`src/rtl/hs_send_gen.sv`:
```
// ---------------------------------------------------------------------------
// hs_send_gen
//
// Clocked transmitter for a self-timed peripheral handshake. A single start
// request emits a burst of num_tokens tokens with incrementing data. Each
// token takes four steps:
//   1. SETUP: data is presented for one cycle.
//   2. PULSE: Send_out is driven low for PULSE_W cycles.
//   3. WAIT:  the block waits for a falling edge on the receiver's
//             active-low Ack_in.
//   4. The next token starts, or FIN is entered after the last token.
// A timeout ends the burst if the receiver stalls.
//
// Ports:
//   CLK          in   system clock, rising edge
//   RST          in   asynchronous active-low reset
//   start        in   one-cycle burst request (sampled only in IDLE)
//   num_tokens   in   tokens in the burst (sampled with start)
//   data_base    in   first token value (sampled with start)
//   Ack_in       in   active-low acknowledge, asynchronous to CLK
//   Send_out     out  active-low send strobe
//   data_out     out  token data, stable from SETUP through WAIT
//   busy         out  high in every state except IDLE
//   done         out  one-cycle pulse at burst end (normal or timeout)
//   timeout_err  out  sticky timeout flag, cleared by the next accepted start
//   sent_cnt     out  tokens acknowledged in the current/last burst
// ---------------------------------------------------------------------------
module hs_send_gen #(
    parameter int DW      = 8,
    parameter int PULSE_W = 1,
    parameter int TIMEOUT = 255,
    parameter int CNTW    = 8
) (
    input  logic            CLK,
    input  logic            RST,
    input  logic            start,
    input  logic [CNTW-1:0] num_tokens,
    input  logic [DW-1:0]   data_base,
    input  logic            Ack_in,
    output logic            Send_out,
    output logic [DW-1:0]   data_out,
    output logic            busy,
    output logic            done,
    output logic            timeout_err,
    output logic [CNTW-1:0] sent_cnt
);

    localparam int PW = (PULSE_W > 1) ? $clog2(PULSE_W) : 1;
    localparam int TW = (TIMEOUT > 1) ? $clog2(TIMEOUT + 1) : 1;
    localparam logic [PW-1:0] PCNT_LAST = PW'(PULSE_W - 1);
    localparam logic [TW-1:0] TCNT_LAST = TW'(TIMEOUT);

    typedef enum logic [2:0] {
        S_IDLE,
        S_SETUP,
        S_PULSE,
        S_WAIT,
        S_FIN
    } state_t;

    state_t          r_state;
    logic            r_ack_s1;
    logic            r_ack_s2;
    logic            r_ack_prev;
    logic            r_ack_seen;
    logic [CNTW-1:0] r_num;
    logic [PW-1:0]   r_pcnt;
    logic [TW-1:0]   r_tcnt;
    logic            r_send;
    logic [DW-1:0]   r_data;
    logic            r_busy;
    logic            r_done;
    logic            r_err;
    logic [CNTW-1:0] r_sent;

    logic            w_ack_fall;
    logic            w_ack;
    logic [CNTW-1:0] w_sent_next;

    // Falling edge of the synchronised acknowledge.
    assign w_ack_fall  = r_ack_prev & ~r_ack_s2;
    // An acknowledge caught during the pulse, or one arriving now, completes
    // the token. Several falls within one token therefore count only once.
    assign w_ack       = r_ack_seen | w_ack_fall;
    assign w_sent_next = r_sent + 1'b1;

    // NOTE: state is updated with non-blocking assignments so that every
    // register samples pre-edge values, whatever the statement order.
    always_ff @(posedge CLK or negedge RST) begin
        if (!RST) begin
            r_state    <= S_IDLE;
            // Synchroniser flops reset to the idle (high) level of Ack_in,
            // so that releasing reset cannot look like an acknowledge.
            r_ack_s1   <= 1'b1;
            r_ack_s2   <= 1'b1;
            r_ack_prev <= 1'b1;
            r_ack_seen <= 1'b0;
            r_num      <= '0;
            r_pcnt     <= '0;
            r_tcnt     <= '0;
            r_send     <= 1'b1;
            r_data     <= '0;
            r_busy     <= 1'b0;
            r_done     <= 1'b0;
            r_err      <= 1'b0;
            r_sent     <= '0;
        end else begin
            r_ack_s1   <= Ack_in;
            r_ack_s2   <= r_ack_s1;
            r_ack_prev <= r_ack_s2;
            r_done     <= 1'b0;

            case (r_state)
                S_IDLE: begin
                    if (start) begin
                        r_num  <= num_tokens;
                        r_sent <= '0;
                        r_err  <= 1'b0;
                        r_busy <= 1'b1;
                        if (num_tokens == '0) begin
                            r_state <= S_FIN;
                            r_done  <= 1'b1;
                        end else begin
                            r_data  <= data_base;
                            r_state <= S_SETUP;
                        end
                    end
                end

                S_SETUP: begin
                    // A fall seen here is stale and must not count for this token.
                    r_send     <= 1'b0;
                    r_pcnt     <= '0;
                    r_ack_seen <= 1'b0;
                    r_state    <= S_PULSE;
                end

                S_PULSE: begin
                    if (w_ack_fall) begin
                        r_ack_seen <= 1'b1;
                    end
                    if (r_pcnt == PCNT_LAST) begin
                        r_send  <= 1'b1;
                        r_tcnt  <= '0;
                        r_state <= S_WAIT;
                    end else begin
                        r_pcnt <= r_pcnt + 1'b1;
                    end
                end

                S_WAIT: begin
                    if (w_ack) begin
                        r_sent <= w_sent_next;
                        if (w_sent_next == r_num) begin
                            r_state <= S_FIN;
                            r_done  <= 1'b1;
                        end else begin
                            r_data  <= r_data + 1'b1;
                            r_state <= S_SETUP;
                        end
                    end else if (r_tcnt == TCNT_LAST) begin
                        r_err   <= 1'b1;
                        r_state <= S_FIN;
                        r_done  <= 1'b1;
                    end else begin
                        r_tcnt <= r_tcnt + 1'b1;
                    end
                end

                S_FIN: begin
                    r_busy  <= 1'b0;
                    r_state <= S_IDLE;
                end

                default: begin
                    r_send  <= 1'b1;
                    r_busy  <= 1'b0;
                    r_state <= S_IDLE;
                end
            endcase
        end
    end

    assign Send_out    = r_send;
    assign data_out    = r_data;
    assign busy        = r_busy;
    assign done        = r_done;
    assign timeout_err = r_err;
    assign sent_cnt    = r_sent;

endmodule
```
`config.mk`:
```
export PLATFORM = sky130hd
export DESIGN_NAME = hs_send_gen
export DESIGN_NICKNAME = d
export VERILOG_FILES = /design/src/rtl/hs_send_gen.sv
export SDC_FILE = /design/constraint.sdc
export NUM_CORES = 1
export LEC_CHECK = 0
export BUFFER_PORTS_ARGS = -buffer_cell sky130_fd_sc_hd__clkbuf_2
export CORE_MARGIN = 3
export CORE_UTILIZATION = 23
export CTS_BUF_LIST = sky130_fd_sc_hd__clkbuf_2 sky130_fd_sc_hd__clkbuf_4 sky130_fd_sc_hd__clkbuf_8
export DETAILED_ROUTE_END_ITERATION = 8
export SYNTH_ARGS = -nofsm -noshare
export SYNTH_HDL_FRONTEND = slang
export SYNTH_SLANG_ARGS = --single-unit
```
`constraint.sdc`:
```
create_clock -name CLK -period 2.3 [get_ports CLK]
set_input_delay 0.115 -clock CLK [delete_from_list [all_inputs] [get_ports CLK]]
set_output_delay 0.115 -clock CLK [all_outputs]
set_load 0.03 [all_outputs]
```
## Yosys cells after proc, flatten, opt, wreduce, memory -nomap -nowiden

Cells that the tools add are included.

| word-level totals | value |
|---|---|
| register bits | 44 |
| bits of input ports | 20 |
| output and inout bits | 20 |
| word-level logic and storage cells | 92 |

| operators by class | value |
|---|---|
| $add $sub $neg | 4 |
| eq/ne operators | 16 |
| mux-type cells | 37 |
| bitwise gates (word level) | 5 |
| reduce and logical (&&, ||, !) cells | 16 |

Operators by type and width:

| kind | number |
|---|---|
| $mux 8 | 9 |
| $pmux 8 s2 | 3 |
| $add 8x1->8 const B | 3 |
| $mux 3 | 6 |
| $ne 2x2->1 const B | 9 |
| $mux 1 | 12 |
| $pmux 3 s4 | 1 |
| $pmux 1 s2 | 5 |
| $eq 8x8->1 | 1 |
| $eq 8x8->1 const B | 1 |
| $logic_not 8->1 | 1 |
| $reduce_and 2->1 | 4 |
| $reduce_and 4->1 | 2 |
| $eq 3x2->1 const B | 2 |
| $reduce_and 3->1 | 2 |
| $reduce_bool 2->1 | 3 |
| $reduce_or 3->1 | 2 |
| $reduce_and 5->1 | 1 |
| $eq 3x1->1 const B | 1 |
| $eq 3x3->1 const B | 1 |
| $logic_not 3->1 | 1 |
| $ne 3x3->1 const B | 1 |
| $not 1->1 | 3 |
| $pmux 1 s3 | 1 |
| other kinds (3) | 3 |

## Logic depth before layout (Yosys ltp)

| depth | value |
|---|---|
| word-level depth | 5 |
| mapped depth | 9 |
| mapped depth without buffers | 7 |

## Worst setup path after synthesis

OpenSTA, ideal clock, no wires.

| path | value |
|---|---|
| path kind | register to register |
| from | register r_sent[0], in the netlist sent_cnt[0] |
| to | register r_data[6], in the netlist data_out[6] |
| setup time | 126 ps |
| arrival time | 2,353 ps |
| required time | 2,174 ps |
| slack | -178 ps |
| stages on the path, launching flop included | 9 |
| path buffers | 2 |
| clock period less this slack | 2,478 ps |
| cell sequence | dfrtp_1 -> ha_1 -> xor2_1 -> a211oi_2 -> o221ai_1 -> or4_1 -> buf_2 -> buf_6 -> a221o_1 |

| on the way | value |
|---|---|
| longest elaborated chain between the ends | 4 |

RTL lines:

| element | line | text |
|---|---|---|
| start, declared | 74 | `logic [CNTW-1:0] r_sent;` |
| start signal, assigned | 153 | `r_sent <= w_sent_next;` |
| $add 8x1->8 | 85 | `assign w_sent_next = r_sent + 1'b1;` |
| $eq 8x8->1 | 154 | `if (w_sent_next == r_num) begin` |
| $ne 2x2->1 (no source line) | n/a |  |
| $reduce_and 5->1 (no source line) | n/a |  |
| end signal, assigned | 124 | `r_data <= data_base;` |
| end signal, assigned | 158 | `r_data <= r_data + 1'b1;` |
| end, declared | 70 | `logic [DW-1:0] r_data;` |

Every way passes these cells.
A chain may end at the register's enable or synchronous reset.

## Final worst setup path

| path | value |
|---|---|
| from | register r_sent[1], in the netlist sent_cnt[1] |
| to | register r_data[2], in the netlist data_out[2] |

The elaborated chain is that of the path after synthesis.

==> results.ini <==
[power_and_ir_drop]
switching_share = 0.4323
p_switching_mw = 1.508
seq_power_share = 0.367
power.share.combinational = 0.460
power.static_leakage_nw = 1.230
p_per_area_nw_per_um2 = 1240
vdd_drop_max_uv = 356.9
clock_power_share = 0.172
internal-power_mw = 1.980

[clocking]
cts-htree-levels = 2
clock_tree.root_cell = clkbuf_8
clock_sink_count = 43
tritoncts = yes
tritoncts.num_buffers = 5
cts_post_setup_buffers_inserted = 0
max-clock-path-buffers = 2
clk-insertion-delay-late_ns = 0.29
path_clk_slew_ns = 0.08

[placement]
dpl_hpwl_um = 4198
postPlaceCellArea_um2 = 2640
port-buffer-count = 39
gp_congestion = 0.8637

[sta]
post-route-period-util = 0.9943
maxSlewViolCount = 0
finalCriticalPeriod_ns = 2.287
fmax_mhz = 437.3
timing_worst_slew_pin_value_ns = 0.7644
hold_violations = 0
fin_tns_setup_ns = 0
worst_slew_margin_rel = 0.4904
setup_viol = 0
setup_clock_skew_after_layout_ns = 0.01136
rsz0062_at_grt = true

[critical_path]
timing.critical_path.slowest_stage_cell = dfrtp_2
critical_path_class = flop to flop
critical_path.endpoint_type = flop
worst_r2r_endpoint = data_out[2]
path_delay_family = simple AND/OR/NAND/NOR gates
worstPathCellList = ha_4 > xor2_1 > a211oi_2 > o221ai_1 > or4_4 > buf_6 > and2_4 > a311oi_2
cp_num_cells = 8
timing.critical_path.fanout_max = 16
worst-path-buf-inv = 1
crit_path_max_incr_delay_ns = 0.43
r2r_setup_slack_ns = 0.01
critPathLaunchType = flop
reg2regPathDepth = 8
r2r_start = sent_cnt[1]
worst_ep_required_time_ns = 2.50
cp.arrival_ns = 2.48
critical_path.endpoint = data_out[2]
worst_setup_path_startpoint = sent_cnt[1]

[detailed_routing]
postRouteWirelength_um = 5664
detail_route.iter0.violations = 83
ant_nets = 0
detail_route.drc_violations = 0
vias_per_cell = 4.610
drt_pre_antenna_iters = 4
wire_per_inst_um = 13.39
dr_total_vias = 1950

[synth]
ys_ff_latch = 43
edff_count_synth = 0
yosys_most_used_dff = dfrtp_1
asyncSetResetFlopFracSynth = 1.000
synth_fp_nets = 265
synth-warning-count = 0
synth.yosys.seq_area_share = 0.4859
syn-mean-instance-area_um2 = 9.193
synth.cell_area_um2 = 2225
synth_cell_types = 42
synth_cells = 242

[finish]
final_core_util = 0.3015
design.final.nets = 316
stdcell_area_um2 = 2813
fraction_of_layout_instances_using_a_drive_strength_above_1 = 0.2687
syn2layout_area_growth_pct = 26.43
antenna_cells = 0

[global_route]
grt_max_degree = 31
antenna_found_initial = 0
global_route_wire_length_before_repair_um = 9259
vias_in_the_first_global_route = 1899
overflow = 0
grtUsageTotal = 0.1033

[floorplanning]
std_cell_rows = 35
initial_core_util = 0.2385
floorplan.die.width_um = 104.3
die_height_um = 104.3
fp.dieArea_um2 = 10890
core_region_area_um2 = 9328
io_pins = 40

[hold_path]
hold_removal_path_class = input port to flop

[job]
drv.max_cap_violation_count = 0

[outcome]
outcome = complete, no violations

cell families (layout without fill, tap and decap cells):
logic type               count (synthesis)  after routing  share of synthesized area
AND/OR/NAND/NOR                        113            113                     0.2317
AO/OA/AOI/OAI                           51             51                     0.1558
flip-flops                              43             43                     0.4859
XOR/XNOR                                18             18                    0.07087
buffers and inverters                   12             64                    0.02980
adder cells (fa/ha/maj)                  3              3                    0.01687
multiplexers                             2              2                   0.008999
worst min-delay path, cell delays in order:
cell	delay [ns]
clkbuf_2	0.09
nand2_1	0.04
nand2_1	0.04
registers in the layout (all words and copies together), names as in the netlist:
name         cells
sent_cnt         8
busy             1
r_ack_s1         1
timeout_err      1
r_ack_prev       1
r_tcnt           8
r_ack_s2         1
done             1
Send_out         1
data_out         8
r_state          3
r_ack_seen       1
r_num            8
through the flow:
stage / power (mW) / hold slack (ns) / setup WS [ns] / instances
after floorplan: 2.339 / -0.1806 / 0.007651 / 242
after global routing: 3.744 / 0.04173 / -0.09107 / 423
after CTS: 3.448 / 0.01787 / 0.02241 / 423
final: 3.488 / 0.02855 / 0.01306 / 423
after detailed placement: 2.832 / 0.2051 / 0.05949 / 413
after global placement: 2.800 / 0.2053 / 0.08877 / 413
area by class of cell:
type | instances | area [µm²]
Tap cell | 129 | 161.4
Fill cell | 974 | 6515
Clock buffer | 7 | 83.83
Sequential cell | 43 | 1086
Multi-Input combinational cell | 187 | 1131
Timing Repair Buffer | 53 | 309.0
Clock inverter | 1 | 30.03
Inverter | 3 | 11.26
layer usage:
layer,wire length [µm],global-route usage,vias up
li1,-,-,967
met4,100,0.03989,0
met2,2613,0.1550,39
met3,302,0.03104,8
met1,2647,0.1392,936
met5,0,0,-
repair_timing:
action                                  CTS  global route
hold endpoints to repair                 27             0
endpoints found under the setup margin    0             8
resized for setup                         0             8
hold buffers                              2             0
placed cells by master, fill, tap and decap left out, types with 3 or more instances in the layout:
cell,Yosys,layout
clkbuf_8,0,5
xnor2_1,12,12
nand4_1,5,5
buf_4,1,11
dfrtp_2,0,4
dfstp_2,4,4
nor4_1,4,4
nor2_1,24,24
a21oi_1,7,7
o21ai_0,18,18
clkbuf_2,1,39
o221ai_1,3,3
nand2_1,47,47
nor3_1,5,5
a311oi_2,0,4
xor2_1,6,5
nand3_1,13,13
dfrtp_1,39,35
and3_1,6,6
inv_1,3,3
cells in the mapped netlist (3+ instances only):
cell type	n	share of area
nand2_1	47	0.079
dfrtp_1	39	0.44
nor2_1	24	0.040
o21ai_0	18	0.040
nand3_1	13	0.029
xnor2_1	12	0.047
a21oi_1	7	0.016
a311oi_1	6	0.024
and3_1	6	0.017
xor2_1	6	0.024
nand4_1	5	0.014
nor3_1	5	0.011
clkbuf_1	4	0.0067
dfstp_2	4	0.047
nor4_1	4	0.011
a211oi_1	3	0.010
ha_1	3	0.017
inv_1	3	0.0051
o221ai_1	3	0.012
how the worst min path moves through the flow:
stage          cells after the start          start  slack (ns)  endpoint
3_5_place_dp                       1         Ack_in        0.21  r_ack_s1
6_report                           3  num_tokens[7]        0.03  r_num[7]
3_3_place_gp                       1         Ack_in        0.21  r_ack_s1
2_1_floorplan                      0            RST       -0.18      busy
4_1_cts                            3  num_tokens[7]        0.02  r_num[7]
5_1_grt                            3  num_tokens[5]        0.04  r_num[5]
power by group through the flow:
stage          Sequential, mW  Clock, mW  Combinational (mW)
2_1_floorplan            1.45          0               0.890
3_3_place_gp             1.28          0                1.52
6_report                 1.28      0.601                1.61
3_5_place_dp             1.29          0                1.54
4_1_cts                  1.28      0.621                1.55
5_1_grt                  1.32      0.652                1.77
Note: power is estimated with default switching activity, not from simulation.
